===== src/rtl/fifo_rst_pkg.sv =====
// Shared definitions for the FIFO reset tree: reset-generator state encodings
// and default pulse/guard lengths.
package fifo_rst_pkg;

  typedef enum logic [1:0] {
    ST_IDLE   = 2'd0,
    ST_ASSERT = 2'd1,
    ST_GUARD  = 2'd2
  } rst_state_e;

  localparam int DEF_PULSE_CYCLES = 16;
  localparam int DEF_GUARD_CYCLES = 4;

endpackage


===== src/rtl/rst_gen.sv =====
// Reset pulse generator: turns power-on release or a software flush request into
// a registered active-low pulse of PULSE_CYCLES, then a GUARD_CYCLES guard and a done pulse.
module rst_gen
  import fifo_rst_pkg::*;
#(
  parameter int PULSE_CYCLES = DEF_PULSE_CYCLES,
  parameter int GUARD_CYCLES = DEF_GUARD_CYCLES
) (
  input  logic clk,
  input  logic rst_n,
  input  logic atpg_mode,
  input  logic sw_rst_req,
  output logic rst_out_n,
  output logic busy,
  output logic done
);

  localparam int MAX_CYCLES = (PULSE_CYCLES > GUARD_CYCLES) ? PULSE_CYCLES : GUARD_CYCLES;
  localparam int CNT_W      = (MAX_CYCLES > 1) ? $clog2(MAX_CYCLES) : 1;
  localparam logic [CNT_W-1:0] PULSE_LAST = CNT_W'(PULSE_CYCLES - 1);
  localparam logic [CNT_W-1:0] GUARD_LAST = CNT_W'(GUARD_CYCLES - 1);

  rst_state_e       state_q, state_d;
  logic [CNT_W-1:0] cnt_q, cnt_d;
  logic             pend_q, pend_d;
  logic             rst_out_q, rst_out_d;
  logic             done_q, done_d;
  logic             busy_q, busy_d;

  always_comb begin
    state_d   = state_q;
    cnt_d     = cnt_q;
    pend_d    = pend_q;
    rst_out_d = rst_out_q;
    done_d    = 1'b0;
    case (state_q)
      ST_IDLE: begin
        if (sw_rst_req) begin
          state_d   = ST_ASSERT;
          cnt_d     = '0;
          rst_out_d = 1'b0;
        end
      end
      ST_ASSERT: begin
        if (sw_rst_req) pend_d = 1'b1;
        if (cnt_q == PULSE_LAST) begin
          state_d   = ST_GUARD;
          cnt_d     = '0;
          rst_out_d = 1'b1;
        end else begin
          cnt_d = cnt_q + 1'b1;
        end
      end
      ST_GUARD: begin
        if (cnt_q == GUARD_LAST) begin
          done_d = 1'b1;
          cnt_d  = '0;
          // A request landing on the final guard edge restarts directly, like a pending one.
          if (pend_q || sw_rst_req) begin
            state_d   = ST_ASSERT;
            pend_d    = 1'b0;
            rst_out_d = 1'b0;
          end else begin
            state_d = ST_IDLE;
          end
        end else begin
          cnt_d = cnt_q + 1'b1;
          if (sw_rst_req) pend_d = 1'b1;
        end
      end
      default: begin
        state_d   = ST_IDLE;
        cnt_d     = '0;
        pend_d    = 1'b0;
        rst_out_d = 1'b1;
      end
    endcase
    busy_d = (state_d != ST_IDLE);
  end

  always_ff @(posedge clk or negedge rst_n) begin
    if (!rst_n) begin
      state_q   <= ST_ASSERT;
      cnt_q     <= '0;
      pend_q    <= 1'b0;
      rst_out_q <= 1'b0;
      done_q    <= 1'b0;
      busy_q    <= 1'b1;
    end else begin
      state_q   <= state_d;
      cnt_q     <= cnt_d;
      pend_q    <= pend_d;
      rst_out_q <= rst_out_d;
      done_q    <= done_d;
      busy_q    <= busy_d;
    end
  end

  // DFT bypass: the only combinational path to rst_out_n, and only from rst_n.
  assign rst_out_n = atpg_mode ? rst_n : rst_out_q;
  assign busy      = busy_q;
  assign done      = done_q;

endmodule


===== config.mk =====
export PLATFORM = sky130hd
export DESIGN_NAME = rst_gen
export DESIGN_NICKNAME = d
export VERILOG_FILES = /design/src/rtl/fifo_rst_pkg.sv /design/src/rtl/rst_gen.sv
export SDC_FILE = /design/constraint.sdc
export NUM_CORES = 1
export LEC_CHECK = 0
export CAP_MARGIN = 20
export CORE_AREA = 2 2 39 41
export DETAILED_ROUTE_END_ITERATION = 16
export DIE_AREA = 0 0 41 43
export HOLD_SLACK_MARGIN = 0.06
export PLACE_DENSITY = 0.64
export SYNTH_ARGS = -nofsm -noshare
export SYNTH_HDL_FRONTEND = slang
export SYNTH_SLANG_ARGS = --single-unit

===== constraint.sdc =====
create_clock -name clk -period 4 [get_ports clk]
set_input_delay 0.8 -clock clk [delete_from_list [all_inputs] [get_ports clk]]
set_output_delay 0.8 -clock clk [all_outputs]
set_load 0.05 [all_outputs]

# Word-level counts from Yosys, hierarchy flattened
# Index checks and enable logic that the tools add are counted.
# op_classes
addsub	1
n_eq_ne	9
mux	20
bitwise_logic	1
reduce_logical	5
# ops
operator	n
$mux W4	3
$pmux W4 S3	1
$mux W1	10
$ne A2 B2 Y1 const B	4
$mux W2	3
$pmux W1 S3	2
$pmux W2 S3	1
$add A4 B1 Y4 const B	1
$eq A4 B2 Y1 const B	1
$eq A4 B4 Y1 const B	1
$reduce_and A4 Y1	1
$ne A3 B3 Y1 const B	1
$eq A2 B1 Y1 const B	1
$eq A2 B2 Y1 const B	1
$logic_not A2 Y1	1
$reduce_and A2 Y1	1
$reduce_bool A2 Y1	1
$logic_or A1 B1 Y1	1
$not A1 Y1	1
# totals
reg_bits	10
in_bits	4
out_inout_bits	3

# Depth between registers and ports, before layout
# logic_depth
word_depth	5
mapped_depth	6
mapped_depth_nobuf	6

# Worst setup path before layout
# OpenSTA, ideal clock, no wires.
# synth_timing
path_kind	input to output
from	input port atpg_mode
to	output port rst_out_n
arrival_ps	1234
required_ps	3200
slack_ps	1966
stages	1
cell_sequence	mux2_2
# synth_via
elab_chain_cells	1
# synth_rtl
element	line	source
from (decl)	rst_gen.sv:11	input logic atpg_mode,
$mux W1	rst_gen.sv:100	assign rst_out_n = atpg_mode ? rst_n : rst_out_q;
to (decl)	rst_gen.sv:13	output logic rst_out_n,
# Every way passes these cells.

# Worst setup path in the final report
# layout_timing
from	input port rst_n
to	output port rst_out_n
# layout_via
elab_chain_cells	1
# layout_rtl
element	line	source
from (decl)	rst_gen.sv:10	input logic rst_n,
$mux W1	rst_gen.sv:100	
# Every way passes these cells.

==> flow_summary_export.csv <==
group,metric,value,unit
routing,routedWlPerCell,12.7,um
setup_path,r2r_setup_slack,2.29,ns
setup_path,critPathKind,"in -> out",
placement,port-buffer-count,6,
sta,finalSetupViolations,0,
sta,final_max_slew_viol_count,0,
power,combPwrFrac,44.3,%
sta,finalHoldViolCount,0,
layout,fin_nets,83,
worst_hold_path,hp-start,"rst_out_q",
synthesis,ys_seq_area_share,42.7,%
layout,syn2layout_area_growth,20.9,%
die,chipHeight,43,um
synthesis,synth_seq_cells,10,
grt,antenna_found_initial,0,
power,power_frac_clock,19.9,%
layout,final_cell_mix,"8 x dfrtp_1, 6 x nand2_1, 6 x clkdlybuf4s50_1, 5 x ha_1",
setup_path,cp.arrival,2.38,ns
grt,grt_max_degree,12,
grt,grt_pass1_wl,1990,um
synthesis,yosysTopAreaCell,"dfrtp_1",
layout,fillers,136,
setup_path,r2r_start,"state_q[0]",
power,vdd_drop_max,0.254,mV
grt,grt.overflow.total,0,
grt,grt_usage,17.3,%
clock_network,cts_root_buffer,"clkbuf_4",
synthesis,synth_cells,62,
layout,seq_area,253,um^2
clock_network,h-tree-depth,1,
layout,design_area,716,um^2
clock_network,hold_buffers,0,
layout,multi_input_area,324,um^2
placement,post-dp-hpwl,879,um
die,dieArea,0.00176,mm^2
synthesis,yosysWarnings,0,
sta,fin_setup_tns,0,ns
synthesis,synthArstFlopShare,100,%
synthesis,synth_edf_count,0,
placement,dpl-instance-area,679,um^2
die,start_util,42.8,%
sta,rsz0062_at_grt,"false",
sta,skew,0.00139,ns
routing,drt-total-wl,1130,um
clock_network,clkSlewWorstSetupHoldPaths,0.06,ns
power,power_leakage,0.315,nW
sta,post-route-period-util,79.5,%
power,power,445,uW
clock_network,numCtsBuffers,3,
synthesis,ys_types,28,
layout,drive_gt1_share,13.7,%
synthesis,synth_fp_nets,71,
power,switchingPower,170,uW
die,die_w,41,um
setup_path,crit_path_end_kind,"output pin",
outcome,status,"finished, final reports clean",
routing,drtAntennaViolNets,0,
routing,via_per_inst,5.34,
setup_path,cp_max_fo,11,
worst_hold_path,hp-class,"reg -> reg",
routing,drt_iter0_markers,13,
clock_network,insertion_delay,0.26,ns
setup_path,critPathRequiredTime,3.20,ns
die,core_area,0.00138,mm^2
grt,grt_pass1_vias,464,
routing,dr.pass1.iters,4,
clock_network,cts_buffer_depth,2,
sta,layout_min_cycle_time,3.18,ns
power,pwr_density_cell,621,mW/mm^2
synthesis,yosys.area.top_type_share,33.8,%
routing,vias,475,
setup_path,crit_path_start_kind,"input pin",
clock_network,cts_tree,"built",
synthesis,synthFlopType,"dfrtp_1",
power,power.internal,274,uW
synthesis,syn-cell-area,592,um^2
clock_network,cts_resized,0,
sta,slew_headroom,66.2,%
setup_path,crit_start,"rst_n",
sta,tightest_slew,0.505,ns
sta,maxClockFrequency,315,MHz
clock_network,clkSinkCount,10,
layout,diodes,0,
placement,gp_congestion,0.840,
power,swShare,38.3,%
routing,drc,0,
die,ioPinCount,7,
synthesis,avgSynthCellArea,9.55,um^2
power,seq_power_share,35.8,%
clock_network,cts_setup_buffers,0,
die,num_rows,14,
synthesis,synthTopCellsByArea,"dfrtp_1 34%, ha_1 11%, dfstp_2 8.9%, nand2_1 3.8%, a21oi_1 3.4%",
layout,final_common_cell,"dfrtp_1",
flow_run,drv_cap,0,
-- cells by family (layout without fill, tap and decap cells) --
group | after synthesis | count (layout) | share of synthesized area (%)
compound gates | 18 | 18 | 20.7
buf+inv | 4 | 15 | 2.54
flops | 10 | 10 | 42.7
fa+ha+maj | 5 | 5 | 10.6
mux | 1 | 1 | 1.90
simple gates | 24 | 24 | 21.6
-- state kept, by name, summed over array words and instances (netlist names) --
signal     count
state_q        2
done           1
pend_q         1
busy           1
cnt_q          4
rst_out_q      1
-- final timing paths --
check,endpoint,depth (start not counted)
worst max-delay path,rst_out_n,4
worst min-delay path,rst_out_q,1
worst max register to register,cnt_q[3],6
worst min register to register,rst_out_q,1
max in group asynchronous,busy,2
min in group asynchronous,state_q[1],2
-- power groups by stage --
stage	combinational, mW	sequential, mW	clock [mW]
3_3_place_gp	0.195	0.160	0
2_1_floorplan	0.133	0.173	0
3_5_place_dp	0.198	0.159	0
6_report	0.197	0.159	0.0884
5_1_grt	0.218	0.164	0.0962
4_1_cts	0.196	0.159	0.0942
-- Yosys cell counts, types with 2 or more instances --
master	n
a21oi_1	4
ha_1	5
a22o_1	2
nor3b_1	2
nand3_1	3
o21ai_0	2
nand2b_1	3
dfrtp_1	8
nor2_1	4
nor2b_1	2
nand2_1	6
dfstp_2	2
inv_1	4
-- metal layers --
layer	up-vias	wire length [um]	share of wire (%)	global-route usage, %
met2	13	512	45	22.8
met4	0	19	1.7	10.0
met3	2	58	5.1	6.28
li1	245	-	-	-
met5	-	0	0	0
met1	215	542	48	23.4
-- cell type report --
| class | count | share of cell area (%) |
|---|---|---|
| tap | 16 | 2.80 |
| multi-input combinational | 48 | 45.3 |
| sequential | 10 | 35.3 |
| timing repair buffer | 7 | 9.44 |
| clock buffer | 4 | 5.07 |
| inverter | 4 | 2.10 |
-- through the flow --
stage | std cells | setup WS (ns) | util, % | hold slack, ns
global placement | 85 | 0.816 | 49.1 | 0.486
detailed placement | 85 | 0.794 | 49.1 | 0.488
floorplan | 62 | 1.97 | - | 0.462
global route | 89 | 0.730 | 51.7 | 0.543
CTS | 89 | 0.799 | 51.7 | 0.504
finish | 89 | 0.820 | 51.7 | 0.501
-- worst max-delay path, stage by stage --
cell and delay (ns):
clkdlybuf4s50_1 0.45, buf_4 0.18, mux2_2 0.16, clkdlybuf4s50_1 0.79
Note: power is estimated with default switching activity, not from simulation.
